**src/rtl/te_port_arbiter.sv**
```systemverilog
// te_port_arbiter: shares the single port of the text-editor character BRAM
// between the terminal grid-write stream (writer) and a sequential reader.
// The writer normally has priority. A reader that is denied MAX_WAIT cycles in
// a row is forced through on its next request cycle.
// All memory-side signals are registered. Read tags travel alongside the BRAM
// pipeline, so each returned byte is strobed valid exactly when it lands.
// Optional feature: define TE_ARB_STATS_EN to add saturating activity counters.
//
// state        | meaning
// ST_WR_PRI    | writer wins simultaneous requests (reset state)
// ST_RD_FORCED | reader was starved; reader wins simultaneous requests
module te_port_arbiter #(
  parameter int SCREEN_WIDTH  = 76,
  parameter int SCREEN_HEIGHT = 256,
  parameter int ADDR_W        = $clog2(SCREEN_WIDTH*SCREEN_HEIGHT),
  parameter int READ_LATENCY  = 2,
  parameter int MAX_WAIT      = 4
) (
  input  logic              pixel_clk_in,
  input  logic              rst_in,
  input  logic              wr_valid_in,
  input  logic [ADDR_W-1:0] wr_addr_in,
  input  logic [7:0]        wr_data_in,
  output logic              wr_ready_out,
  input  logic              rd_valid_in,
  input  logic [ADDR_W-1:0] rd_addr_in,
  output logic              rd_ready_out,
  output logic [7:0]        rd_data_out,
  output logic              rd_data_valid_out,
  output logic              mem_we_out,
  output logic [ADDR_W-1:0] mem_addr_out,
  output logic [7:0]        mem_din_out,
  input  logic [7:0]        mem_dout_in
`ifdef TE_ARB_STATS_EN
  ,
  output logic [15:0]       wr_count_out,
  output logic [15:0]       rd_count_out,
  output logic [15:0]       forced_count_out
`endif
);

  localparam logic [0:0] ST_WR_PRI    = 1'b0;
  localparam logic [0:0] ST_RD_FORCED = 1'b1;

  localparam logic [ADDR_W:0] DEPTH      = (ADDR_W+1)'(SCREEN_WIDTH*SCREEN_HEIGHT);
  localparam logic [3:0]      WAIT_LIMIT = 4'(MAX_WAIT-1);

  logic [0:0] state;
  logic [3:0] wait_cnt;
  logic       wr_acc;
  logic       rd_acc;
  logic       wr_in_range;
  logic       rd_in_range;

  // Index 0 lines up with the registered BRAM address; the remaining
  // READ_LATENCY stages cover the BRAM's own pipeline.
  logic [READ_LATENCY:0] tag_v;
  logic [READ_LATENCY:0] tag_oor;

  // Grant decode: priority flips to the reader only while in ST_RD_FORCED.
  always_comb begin
    wr_ready_out = 1'b0;
    rd_ready_out = 1'b0;
    if (state == ST_RD_FORCED) begin
      rd_ready_out = rd_valid_in;
      wr_ready_out = wr_valid_in & ~rd_valid_in;
    end else begin
      wr_ready_out = wr_valid_in;
      rd_ready_out = rd_valid_in & ~wr_valid_in;
    end
  end

  assign wr_acc      = wr_valid_in & wr_ready_out;
  assign rd_acc      = rd_valid_in & rd_ready_out;
  assign wr_in_range = {1'b0, wr_addr_in} < DEPTH;
  assign rd_in_range = {1'b0, rd_addr_in} < DEPTH;

  // Priority FSM: force one read through after MAX_WAIT denials.
  always_ff @(posedge pixel_clk_in or posedge rst_in) begin
    if (rst_in) begin
      state <= ST_WR_PRI;
    end else begin
      case (state)
        ST_WR_PRI: begin
          if (rd_valid_in && !rd_acc && wait_cnt == WAIT_LIMIT)
            state <= ST_RD_FORCED;
        end
        default: begin
          if (rd_acc || !rd_valid_in)
            state <= ST_WR_PRI;
        end
      endcase
    end
  end

  // Consecutive-denial counter for a pending read.
  always_ff @(posedge pixel_clk_in or posedge rst_in) begin
    if (rst_in)
      wait_cnt <= 4'd0;
    else if (rd_valid_in && !rd_acc)
      wait_cnt <= wait_cnt + 4'd1;
    else
      wait_cnt <= 4'd0;
  end

  // Registered BRAM port; an out-of-range write still takes the slot but never strobes we.
  always_ff @(posedge pixel_clk_in or posedge rst_in) begin
    if (rst_in) begin
      mem_we_out   <= 1'b0;
      mem_addr_out <= '0;
      mem_din_out  <= 8'h00;
    end else if (wr_acc) begin
      mem_we_out   <= wr_in_range;
      mem_addr_out <= wr_addr_in;
      mem_din_out  <= wr_data_in;
    end else if (rd_acc) begin
      mem_we_out   <= 1'b0;
      mem_addr_out <= rd_addr_in;
    end else begin
      mem_we_out   <= 1'b0;
    end
  end

  // In-flight read tags; reset drops every outstanding read.
  always_ff @(posedge pixel_clk_in or posedge rst_in) begin
    if (rst_in) begin
      tag_v   <= '0;
      tag_oor <= '0;
    end else begin
      tag_v   <= {tag_v[READ_LATENCY-1:0], rd_acc};
      tag_oor <= {tag_oor[READ_LATENCY-1:0], rd_acc & ~rd_in_range};
    end
  end

  // Capture returned byte when its tag reaches the end of the pipe.
  always_ff @(posedge pixel_clk_in or posedge rst_in) begin
    if (rst_in) begin
      rd_data_out       <= 8'h00;
      rd_data_valid_out <= 1'b0;
    end else begin
      rd_data_valid_out <= tag_v[READ_LATENCY];
      if (tag_v[READ_LATENCY])
        rd_data_out <= tag_oor[READ_LATENCY] ? 8'h00 : mem_dout_in;
    end
  end

`ifdef TE_ARB_STATS_EN
  // Saturating activity counters.
  always_ff @(posedge pixel_clk_in or posedge rst_in) begin
    if (rst_in) begin
      wr_count_out     <= 16'h0000;
      rd_count_out     <= 16'h0000;
      forced_count_out <= 16'h0000;
    end else begin
      if (wr_acc && wr_in_range && wr_count_out != 16'hFFFF)
        wr_count_out <= wr_count_out + 16'd1;
      if (rd_acc && rd_count_out != 16'hFFFF)
        rd_count_out <= rd_count_out + 16'd1;
      if (rd_acc && state == ST_RD_FORCED && forced_count_out != 16'hFFFF)
        forced_count_out <= forced_count_out + 16'd1;
    end
  end
`endif

endmodule

```
**config.mk**
```make
export PLATFORM = sky130hd
export DESIGN_NAME = te_port_arbiter
export DESIGN_NICKNAME = d
export VERILOG_FILES = /design/src/rtl/te_port_arbiter.sv
export SDC_FILE = /design/constraint.sdc
export NUM_CORES = 1
export LEC_CHECK = 0
export ABC_AREA = 1
export BUFFER_PORTS_ARGS = -buffer_cell sky130_fd_sc_hd__buf_2
export CAP_MARGIN = 40
export CORE_ASPECT_RATIO = 0.6
export CORE_MARGIN = 4
export CORE_UTILIZATION = 46
export DETAILED_ROUTE_END_ITERATION = 8
export GPL_ROUTABILITY_DRIVEN = 0
export HOLD_SLACK_MARGIN = 0.06
export PLACE_DENSITY = 0.79
export SETUP_SLACK_MARGIN = 0.2
export SLEW_MARGIN = 20
export SYNTH_ARGS = -nofsm -noshare
export SYNTH_HDL_FRONTEND = slang
export SYNTH_SLANG_ARGS = --single-unit
```
**constraint.sdc**
```tcl
create_clock -name pixel_clk_in -period 1.5 [get_ports pixel_clk_in]
set_clock_uncertainty 0.2 [all_clocks]
set_input_delay 0.15 -clock pixel_clk_in [delete_from_list [all_inputs] [get_ports pixel_clk_in]]
set_output_delay 0.15 -clock pixel_clk_in [all_outputs]
set_load 0.01 [all_outputs]
```
==> results of run 1 <==
==> cell families after synthesis <==
| family | Yosys count |
|---|---|
| xor gates and xnor gates | 1 |
| buffers and inverters | 32 |
| DFF | 44 |
| adders and majority gates | 1 |
| and+or+nand+nor | 111 |
| AOI/OAI and AO/OA | 25 |
==> critical path: cells and delay by family (launching register included) <==
| kind | cells | cell delay [ns] |
|---|---|---|
| buf+inv | 3 | 0.21 |
| simple gates | 2 | 0.17 |
| flops | 1 | 0.38 |
==> layout make-up <==
| cell class | count | share of cell area, % |
|---|---|---|
| clock buffers | 5 | 2.310 |
| well taps | 47 | 1.974 |
| clock inverters | 3 | 0.6300 |
| inverters | 26 | 3.654 |
| flip-flops and latches | 44 | 36.96 |
| multi-input cells | 138 | 20.66 |
| repair buffers | 140 | 33.81 |
==> flip-flops by register name, indices dropped and copies added (netlist names) <==
register	count
tag_v	3
mem_we_out	1
wait_cnt	4
tag_oor	3
mem_addr_out	15
rd_data_out	8
rd_data_valid_out	1
mem_din_out	8
state	1
==> layer usage <==
metal,wire length [um],global-route usage [%]
met3,385,5.718
met5,0,0
met1,2357,28.08
met4,104,8.068
met2,2568,35.89
==> per-stage QoR <==
stage          std cells  instance area, um^2  hold slack, ns  total power [mW]
6_report             403                 2979         0.02023             2.685
5_1_grt              403                 2979         0.02081             2.833
4_1_cts              402                 2953        0.007589             2.681
3_3_place_gp         343                 2326         0.01555             1.822
2_1_floorplan        214                 1823        -0.04576             1.600
3_5_place_dp         343                 2326         0.02035             1.836
==> power groups by stage <==
| stage | clock network, mW | logic [mW] | registers, mW |
|---|---|---|---|
| floorplan | 0 | 0.178 | 1.42 |
| global placement | 0 | 0.445 | 1.38 |
| detailed placement | 0 | 0.458 | 1.38 |
| CTS | 0.749 | 0.577 | 1.36 |
| global route | 0.799 | 0.662 | 1.37 |
| finish | 0.733 | 0.595 | 1.36 |
==> synthesized netlist by cell type <==
library cell	number
sky130_fd_sc_hd__a21oi_1	3
sky130_fd_sc_hd__buf_2	4
sky130_fd_sc_hd__buf_4	1
sky130_fd_sc_hd__clkbuf_1	1
sky130_fd_sc_hd__dfrtp_1	44
sky130_fd_sc_hd__ha_1	1
sky130_fd_sc_hd__inv_1	25
sky130_fd_sc_hd__inv_2	1
sky130_fd_sc_hd__nand2_1	91
sky130_fd_sc_hd__nand2_2	3
sky130_fd_sc_hd__nand3_1	12
sky130_fd_sc_hd__nor2_1	3
sky130_fd_sc_hd__nor3_1	1
sky130_fd_sc_hd__o21ai_0	17
sky130_fd_sc_hd__o21ai_1	5
sky130_fd_sc_hd__or2_2	1
sky130_fd_sc_hd__xor2_1	1
==> worst max-delay path by stage <==
stage	startpoint	to	slack [ns]	depth (start not counted)
floorplan	wait_cnt[0]	state	0.28	4
global placement	state	mem_addr_out[2]	0.18	6
detailed placement	state	mem_addr_out[3]	0.09	6
CTS	state	rd_ready_out	0.11	5
global route	state	rd_ready_out	0.05	5
finish	state	rd_ready_out	0.10	5
==> placed cells by master (no fill, tap or decap), drive strengths merged <==
cell type	instances
dlygate4sd3	47
dfrtp	44
nor3	1
or2	1
buf	93
o21ai	22
clkinvlp	1
clkinv	3
nand3	12
clkbuf	5
xor2	1
ha	1
a21oi	3
inv	25
nor2	3
nand2	94
==> what timing repair did <==
| action | 4_1_cts | 5_1_grt |
|---|---|---|
| setup endpoints to repair | 23 | 26 |
| hold endpoints to repair | 80 | 6 |
| buffers inserted | 4 | 1 |
| pin swaps | 2 | 0 |
| gates resized for setup | 9 | 11 |
==> results.md, run 1 <==
• wait_cnt[1] — hold worst-path end
• 85 — ports placed on the boundary
• 56.71 um — die extent in y
• 17 — number of library cell types mapped by synthesis
• 45 — maximum number of pins on one net before global-route repair
• 89.19 um — x dimension of the die
• 0 — final count of pins violating max slew
• 93.05% — final worst path period share
• 6.878% — synthesized-area fraction occupied by ao, oa, aoi and oai cells
• 22.2% — Gate power share
• 0 — # diodes
• 8.569 mm — first-pass GRT wire length
• 1888 — count of vias placed by the detailed router
• 71 — number of DRC markers after the initial detailed-route iteration
• 8.501 um^2 — Avg Synthesized Cell Area
• 0 — final antenna-violating net count
• 1.652 nW — cell leakage power
• 4 — count of TritonRoute iterations in the first routing pass
• 0 — total of max-cap violations
• 615.6 um^2 — footprint of the multi-input gates
• 44 — number of flip-flops and latches in the synthesized netlist
• 1819 um^2 — post-synthesis instance area
• 3.276 mm — HPWL after detailed placement
• 0 — Finish-stage setup viols
• rd_valid_in — hold path startpoint
• in2reg — worst hold path class
• 60.52% — proportion of netlist area held by the largest area contributor
• 3744 um^2 — area inside the core boundary
• 0 — count of yosys warnings during synthesis
• 3 — cell count of the worst hold path
• 901.2 nW/um^2 — power density over the cells
• sky130_fd_sc_hd__clkbuf_8 — root buffer cell
• 214 — gate count of the mapped netlist
• sky130_fd_sc_hd__dfrtp_1 — slowest stage cell on the critical path
• 0.1043 ns — post-layout worst setup margin
• 0.7692 mW — NetSw
• mem_addr_out[8] — worst reg2reg path endpoint
• 3 — maximum fanout count along the critical path
• flop — startpoint type of the worst setup path
• 69.43% — max-slew headroom at the worst pin
• 5 — number of buffers created by CTS
• 406 — Total Nets Final
• 1940 — via count of the first global-routing pass
• 63.76% — area delta synth->final
• 7 — depth of the worst register-to-register path
• 2 — H-Tree Level Count
• 5.416 mm — drt total wl
• finished, final reports clean — result of the run
• 0 — antenna violations before repair
• 0.38 ns — worst stage delay on the critical path
• 84 — input/output buffers
• 30.90% — fraction of final layout cells with drive strength greater than 1
• yes — unrepaired setup endpoints after global routing
• 0.4586 ns — actual transition at the worst max-transition pin
• 5058 um^2 — die footprint
• 0.29 ns — insertion delay of the later-clocked pin in the worst-skew pair
• 50.6% — sequential group share of total power
• 60.52% — sequential cell area fraction in the yosys report
• 1.396 ns — time the worst path needs with I/O delays and setup
• 265 — Mapped Nets
• sky130_fd_sc_hd__dfrtp_1 61%, sky130_fd_sc_hd__nand2_1 19%, sky130_fd_sc_hd__inv_1 5.2% — cell types with the largest area share after synthesis
• 2 — clock tree buffer depth
• 17 — number of cell rows
• 0.6878% — adder-cell share of the synthesized area
• reg2out — worst setup path category
• 44 — # clock sinks
• output port — critical path capture point type
• 28.65% — share of total power consumed by net switching
• 1.915 mW — Internal Dissipation
• 1.05 ns — CP arrival
• 13.44 um — post-DR wirelength/cell
• 79.58% — Util after Layout
• 27.3% — clock power share
• sky130_fd_sc_hd__dfrtp_1 — cell taking the most area after synthesis
• inv_2, nand2_4, nand2_8, inv_4, buf_6 — CP cell instances
• 22.06% — global routing usage summed across all routing layers
• state — startpoint of the most critical register-to-register path
• 0.4814% — xor and xnor fraction of the mapped netlist area
• 0 ns — sum of negative setup slack
• 47 — number of buffers inserted for hold repair after clock tree synthesis
• 258 — number of filler cells placed in the layout
• 0.20 ns — reg-to-reg slack, setup
• 4.685 — vias per cell
• 1.15 ns — worst endpoint required time
• 0 — drc violations
• 24.35% — simple logic cell fraction of the synthesized area
• 0.7165 GHz — upper clock frequency limit
• 1101 um^2 — area used by sequential logic in the layout
• 0.5876 mV — largest voltage drop on the vdd net
• 0.08 ns — CTS clock-pin slew for the worst setup and hold paths
• 0% — mux cell area share after synthesis
• yes — CTS tree
• 0 — residual overflow from global routing
• simple AND/OR/NAND/NOR gates — combinational family with the most area after synthesis
• 0.09162 ns — worst setup slack before clock tree synthesis
• 48.60% — Initial Utilization
• 0 — number of failing hold endpoints at the final stage
No activity file was read; power rests on OpenSTA's default activity.
==> inputs of run 2 (changes only) <==
--- a/config.mk
+++ b/config.mk
@@ -6,15 +6,15 @@
 export NUM_CORES = 1
 export LEC_CHECK = 0
 export ABC_AREA = 1
-export BUFFER_PORTS_ARGS = -buffer_cell sky130_fd_sc_hd__buf_2
 export CAP_MARGIN = 40
 export CORE_ASPECT_RATIO = 0.6
 export CORE_MARGIN = 4
-export CORE_UTILIZATION = 46
+export CORE_UTILIZATION = 61
 export DETAILED_ROUTE_END_ITERATION = 8
+export DONT_BUFFER_PORTS = 1
 export GPL_ROUTABILITY_DRIVEN = 0
 export HOLD_SLACK_MARGIN = 0.06
-export PLACE_DENSITY = 0.79
+export PLACE_DENSITY = 0.77
 export SETUP_SLACK_MARGIN = 0.2
 export SLEW_MARGIN = 20
 export SYNTH_ARGS = -nofsm -noshare
==> results.md, run 2 (synthesis gave the netlist of run 1 again) <==
• finished, final reports clean — result of the run
• yes — unrepaired setup endpoints after global routing
• 0.1025 ns — worst setup slack before clock tree synthesis, +0.01093 ns
• yes — CTS tree
• 1960 — count of vias placed by the detailed router, +3.8%
• 9.328 mm — first-pass GRT wire length, +8.9%
• 2.891 mm — HPWL after detailed placement, -12%
• 98.82% — final worst path period share, +5.8 points
• 0 — final count of pins violating max slew, unchanged
• 0 — drc violations, unchanged
• 15.66% — fraction of final layout cells with drive strength greater than 1, -15 points
• 331 — Total Nets Final, -18%
• mem_addr_out — Top reg by flops
• 0.02 ns — reg-to-reg slack, setup, -0.18 ns
• 82 x sky130_fd_sc_hd__nand2_1, 52 x sky130_fd_sc_hd__dlygate4sd3_1, 44 x sky130_fd_sc_hd__dfrtp_1 — leading cell types in the layout, fill and taps excluded
• 85 — ports placed on the boundary, unchanged
• 0 — number of failing hold endpoints at the final stage, unchanged
• mem_addr_out x15, mem_din_out x8, rd_data_out x8 — largest registers
• inv_2, nand2_4, nand2_4, buf_6, o21ai_0, nand2_1 — CP cell instances
• 3949 um^2 — die footprint, -22%
• 44 — # clock sinks, unchanged
• 26 — maximum number of pins on one net before global-route repair, -42%
• 22.55 um — post-DR wirelength/cell, +68%
• 0 — antenna violations before repair, unchanged
• 0.6746 GHz — upper clock frequency limit, -5.8%
• 2853 um^2 — area inside the core boundary, -24%
• 1.48 ns — worst endpoint required time, +0.33 ns
• 1912 — via count of the first global-routing pass, -1.4%
• flip-flops — cell family contributing the most delay on the critical path
• 6 — number of gates on the worst path with buffers counted, +1
• 5 — cell count of the worst hold path, +2
• 0 — input/output buffers, -100%
• 0.8793 mV — largest voltage drop on the vdd net, +50%
• sky130_fd_sc_hd__nand2_1 — leading cell type in the layout, fill and taps excluded
• 0.5391 ns — actual transition at the worst max-transition pin, +0.08056 ns
• mem_addr_out[5] — worst reg2reg path endpoint
• 31.43% — global routing usage summed across all routing layers, +9.4 points
• 50.30 um — die extent in y, -11%
• 63.77% — Initial Utilization, +15 points
• 15 — maximum fanout count along the critical path, +12
• 1.47 ns — CP arrival, +0.42 ns
• 6 — depth of the worst register-to-register path, -1
• 0.37 ns — worst stage delay on the critical path, about the same
• 2 — clock tree buffer depth, unchanged
• flop — startpoint type of the worst setup path
• 2.911 mW — post-layout total power, +8.4%
• mem_addr_out[5] — end point of the critical path
• sky130_fd_sc_hd__clkbuf_8 — root buffer cell
• 5 — count of TritonRoute iterations in the first routing pass, +1
• state — worst setup path startpoint
• 78.50 um — x dimension of the die, -12%
• 2719 um^2 — final cell area excluding filler cells, -8.7%
• 1872 um^2 — Post-Place Cell Area, -20%
• 1.482 ns — time the worst path needs with I/O delays and setup, +0.08665 ns
• 0.09 ns — CTS clock-pin slew for the worst setup and hold paths, about the same
• 2 — worst path buffer plus inverter count, -1
• 64.02% — max-slew headroom at the worst pin, -5.4 points
• 157 — number of DRC markers after the initial detailed-route iteration, +120%
• 323 — post-layout instance count excluding filler cells, -20%
• 7.284 mm — drt total wl, +34%
• flop — critical path capture point type
• 1.373 nW — cell leakage power, -17%
• 15 — flip-flop count of the largest register, all copies and words added, unchanged
• 252 — total instance count after detailed placement, -27%
• 49.45% — area delta synth->final
• in2reg — worst hold path class
• 6.068 — vias per cell, +30%
• 0 — residual overflow from global routing, unchanged
• 2 — H-Tree Level Count, unchanged
• reg2reg — worst setup path category
• 0 — total of max-cap violations, unchanged
• state — startpoint of the most critical register-to-register path
• 0 — # diodes, unchanged
• 0 — Finish-stage setup viols, unchanged
• 53 — number of buffers inserted for hold repair after clock tree synthesis, +13%
• 0.01764 ns — post-layout worst setup margin, -0.08665 ns
• 0.30 ns — insertion delay of the later-clocked pin in the worst-skew pair, about the same
• 0 — final antenna-violating net count, unchanged
• 15 — number of cell rows, -2
• sky130_fd_sc_hd__dfrtp_1 — slowest stage cell on the critical path
• 5 — number of buffers created by CTS, unchanged
• 1071 nW/um^2 — power density over the cells, +19%
• sky130_fd_sc_hd__nand2_4 — most prevalent standard cell on the critical path
==> run 2: worst min-delay path by stage <==
stage                       to  slack, ns         from
6_report            tag_oor[0]       0.07  wr_valid_in
5_1_grt             tag_oor[0]       0.05  wr_valid_in
4_1_cts             tag_oor[0]      -0.04  wr_valid_in
3_5_place_dp    mem_din_out[4]      -0.14       rst_in
3_3_place_gp    mem_din_out[4]      -0.15       rst_in
2_1_floorplan  mem_addr_out[0]      -0.05       rst_in
==> run 2: per-layer routing <==
metal	part of all wire [%]	vias to the layer above	track usage [%]
met4	7.0	0	12.50
li1	-	789	-
met5	0	-	0
met3	11	56	8.244
met1	35	921	37.80
met2	47	194	54.37
==> run 2: area by class of cell <==
class                      instances  area, um^2
clock inverter                     1       30.03
clock buffer                       7       96.34
sequential                        44        1101
fill                              79       133.9
timing repair buffer              65       669.4
multi-input combinational        138       660.6
inverter                          26       108.9
tap                               42       52.55
==> run 2: timing repair <==
item                                    CTS  global route
hold endpoints to repair                 83             1
cloned                                    1             1
endpoints found under the setup margin   20            29
setup buffers                             6             2
resized for setup                        10            26
pin swaps                                 3            10
==> run 2: stage by stage <==
stage / utilization, % / setup TNS (ns) / hold slack [ns]
2_1_floorplan: - / 0 / -0.04576
3_3_place_gp: 65.61 / 0 / -0.1502
3_5_place_dp: 65.61 / 0 / -0.1431
4_1_cts: 91.40 / 0 / -0.04398
5_1_grt: 95.31 / -0.01564 / 0.04611
6_report: 95.31 / 0 / 0.07354
==> run 2: tightest hold or removal path, stage by stage <==
cell,delay [ns]
sky130_fd_sc_hd__nand2_4,0.06
sky130_fd_sc_hd__nand2_4,0.13
sky130_fd_sc_hd__inv_2,0.07
sky130_fd_sc_hd__nand2_1,0.07
sky130_fd_sc_hd__a21oi_1,0.05
==> run 2: power by group <==
part           total [mW]  leakage, nW  switching [mW]  internal, mW
Sequential           1.44        0.549           0.147          1.30
Clock                1.01       0.0645           0.421         0.588
Combinational       0.459        0.760           0.252         0.207
Total                2.91         1.37           0.820          2.09
==> inputs of run 3 (changes only) <==
--- a/config.mk
+++ b/config.mk
@@ -7,14 +7,16 @@
 export LEC_CHECK = 0
 export ABC_AREA = 1
 export CAP_MARGIN = 40
+export CELL_PAD_IN_SITES_DETAIL_PLACEMENT = 2
+export CELL_PAD_IN_SITES_GLOBAL_PLACEMENT = 2
 export CORE_ASPECT_RATIO = 0.6
 export CORE_MARGIN = 4
-export CORE_UTILIZATION = 61
+export CORE_UTILIZATION = 33
 export DETAILED_ROUTE_END_ITERATION = 8
 export DONT_BUFFER_PORTS = 1
 export GPL_ROUTABILITY_DRIVEN = 0
 export HOLD_SLACK_MARGIN = 0.06
-export PLACE_DENSITY = 0.77
+export PLACE_DENSITY_LB_ADDON = 0.1
 export SETUP_SLACK_MARGIN = 0.2
 export SLEW_MARGIN = 20
 export SYNTH_ARGS = -nofsm -noshare
==> results.md, run 3 (synthesis gave the netlist of run 1 again) <==
• -0.002853 ns — sum of negative setup slack, -0.002853 ns
• 997.4 nW/um^2 — power density over the cells, -6.8%
• 0.4007 mV — largest voltage drop on the vdd net, -54%
• 31.40% — share of total power consumed by net switching, +3.2 points
• 0 — final count of pins violating max slew, unchanged
• inv_2, nand2_4, nand2_4, buf_12, o21ai_0, nand2_1 — CP cell instances
• -0.003 ns — reg-to-reg slack, setup, -0.02 ns
• 100.2% — final worst path period share, +1.4 points
• 17.4% — Gate power share, +1.6 points
• 34.95% — Initial Utilization, -29 points
• 671.9 um^2 — footprint of the multi-input gates, +1.7%
• 5.155 — vias per cell, -15%
• 4 — count of TritonRoute iterations in the first routing pass, -1
• sky130_fd_sc_hd__clkbuf_8 — root buffer cell
• 51.38% — area delta synth->final
• -0.002853 ns — post-layout worst setup margin, -0.02050 ns
• yes — unrepaired setup endpoints after global routing
• 52.6% — sequential group share of total power, +3.0 points
• 1.884 mW — Internal Dissipation, -9.9%
• sky130_fd_sc_hd__nand2_1 — leading cell type in the layout, fill and taps excluded
• 65.51 um — die extent in y, +30%
• 2754 um^2 — final cell area excluding filler cells, +1.3%
• 113 — number of DRC markers after the initial detailed-route iteration, -28%
• mem_addr_out[3] — worst reg2reg path endpoint
• 30.0% — clock power share, -4.7 points
• state — startpoint of the most critical register-to-register path
• sky130_fd_sc_hd__dfrtp_1 — slowest stage cell on the critical path
• 1954 um^2 — Post-Place Cell Area, +4.4%
• met2 — global routing's busiest layer
• 5 — number of buffers created by CTS, unchanged
• 2087 — via count of the first global-routing pass, +9.2%
• 5205 um^2 — area inside the core boundary, +82%
• 15 — flip-flop count of the largest register, all copies and words added, unchanged
• 1.352 nW — cell leakage power, -1.5%
• finished, violations left — result of the run
• 24.62 um — post-DR wirelength/cell, +9.2%
• 6.477% — met3 global-route usage, -1.8 points
• wr_valid_in — hold path startpoint
• 0 — residual overflow from global routing, unchanged
• 30 — maximum number of pins on one net before global-route repair, +15%
• 0 — input/output buffers, unchanged
• 2 — H-Tree Level Count, unchanged
• in2reg — worst hold path class
• 2.747 mW — post-layout total power, -5.6%
• 85 — ports placed on the boundary, unchanged
• 1.503 ns — time the worst path needs with I/O delays and setup, +0.02050 ns
• 17 — maximum fanout count along the critical path, +2
• 90 x sky130_fd_sc_hd__nand2_1, 52 x sky130_fd_sc_hd__dlygate4sd3_1, 43 x sky130_fd_sc_hd__dfrtp_1 — leading cell types in the layout, fill and taps excluded
• yes — CTS tree
• 1.48 ns — CP arrival, about the same
• 11.99 mm — first-pass GRT wire length, +28%
• 0 — final antenna-violating net count, unchanged
• 0.1161 ns — worst setup slack before clock tree synthesis, +0.01357 ns
• tag_oor[0] — hold worst-path end
• 3.951 mm — HPWL after detailed placement, +37%
• 14.89% — fraction of final layout cells with drive strength greater than 1, -0.76 points
• 0.01200 ns — final worst hold slack, -0.06153 ns
• 1799 — count of vias placed by the detailed router, -8.2%
• 2 — clock tree buffer depth, unchanged
• 332 — Total Nets Final, +0.30%
• 27.78% — routing usage on met1, -10 points
• 0.30 ns — insertion delay of the later-clocked pin in the worst-skew pair, about the same
• 0.4127 ns — actual transition at the worst max-transition pin, -0.1264 ns
• 20 — number of cell rows, +5
• 0 — number of failing hold endpoints at the final stage, unchanged
• reg2reg — worst setup path category
• mem_addr_out — Top reg by flops
• 0 — total of max-cap violations, unchanged
• 544 — number of filler cells placed in the layout, +590%
• 2 — worst path buffer plus inverter count, unchanged
• 1102 um^2 — area used by sequential logic in the layout, +0.11%
• 0.6654 GHz — upper clock frequency limit, -1.4%
• 72.43% — max-slew headroom at the worst pin, +8.4 points
• 8.591 mm — drt total wl, +18%
• 1.47 ns — worst endpoint required time, about the same
• flip-flops — cell family contributing the most delay on the critical path
• flop — startpoint type of the worst setup path
• mem_addr_out x15, mem_din_out x8, rd_data_out x8 — largest registers
• 103.9 um — x dimension of the die, +32%
• flop — critical path capture point type
• 0.8624 mW — NetSw, +5.2%
• 0 — drc violations, unchanged
• 53 — number of buffers inserted for hold repair after clock tree synthesis, unchanged
• negative setup slack — violations in the final reports
• 44 — # clock sinks, unchanged
• 42.23% — GR met2 Demand/Resource, -12 points
• 1 — antenna violations before repair, +1
• sky130_fd_sc_hd__nand2_4 — most prevalent standard cell on the critical path
• 5 — cell count of the worst hold path, unchanged
• 23.54% — global routing usage summed across all routing layers, -7.9 points
• 6804 um^2 — die footprint, +72%
• 6 — depth of the worst register-to-register path, unchanged
• 1 — Finish-stage setup viols, +1
• 0.09 ns — CTS clock-pin slew for the worst setup and hold paths, about the same
• 0.37 ns — worst stage delay on the critical path, about the same
==> run 3: cell types whose count changed in the layout (fill, tap and decap cells not counted), sizes merged <==
cell / change
bufinv: -1
diode: +1
buf: +2
clkbuf: -2
clkinvlp: +2
==> run 3: stage by stage <==
stage                     cells  util [%]
final                       349     52.91
after global routing        349     52.91
after CTS                   343     50.63
after detailed placement    278     37.55
after global placement      278     37.55
after floorplan             214         -
==> run 3: final cells by class <==
cell class	count	share of cell area, %
Sequential cell	44	40.03
Timing Repair Buffer	66	24.99
Multi-Input combinational cell	138	24.40
Inverter	26	3.953
Clock buffer	6	2.999
Tap cell	66	2.999
Clock inverter	2	0.5452
Antenna cell	1	0.09087
==> run 3: power groups by stage <==
stage	clock network (mW)	logic (mW)	registers (mW)
floorplan	0	0.178	1.42
global placement	0	0.234	1.45
detailed placement	0	0.255	1.46
CTS	0.828	0.386	1.44
global route	0.888	0.527	1.46
finish	0.823	0.477	1.45
==> run 3: worst max-delay path by stage <==
stage | startpoint | endpoint | slack (ns) | depth (start not counted)
final | state | mem_addr_out[3] | -0.003 | 6
after global routing | state | mem_addr_out[3] | -0.03 | 6
after CTS | state | wr_ready_out | 0.08 | 4
after detailed placement | state | mem_addr_out[3] | 0.12 | 6
after global placement | state | mem_addr_out[3] | 0.22 | 6
after floorplan | wait_cnt[0] | state | 0.28 | 4
==> run 3: what timing repair did <==
item | in CTS | in global routing
setup buffers | 4 | 5
endpoints found under the hold margin | 83 | 1
setup endpoints to repair | 17 | 37
pin swaps | 1 | 2
resized for setup | 7 | 28
==> run 3: worst min-delay path, stage by stage <==
cell and delay [ns]:
sky130_fd_sc_hd__nand2_4 0.06, sky130_fd_sc_hd__nand2_4 0.10, sky130_fd_sc_hd__inv_2 0.07, sky130_fd_sc_hd__nand2_1 0.06, sky130_fd_sc_hd__a21oi_1 0.04
==> run 3: metal layers <==
| layer | wire length [um] | vias to the layer above | part of all wire [%] |
|---|---|---|---|
| met2 | 4365 | 73 | 51 |
| met5 | 0 | - | 0 |
| li1 | - | 790 | - |
| met4 | 267 | 0 | 3.1 |
| met3 | 583 | 21 | 6.8 |
| met1 | 3375 | 915 | 39 |
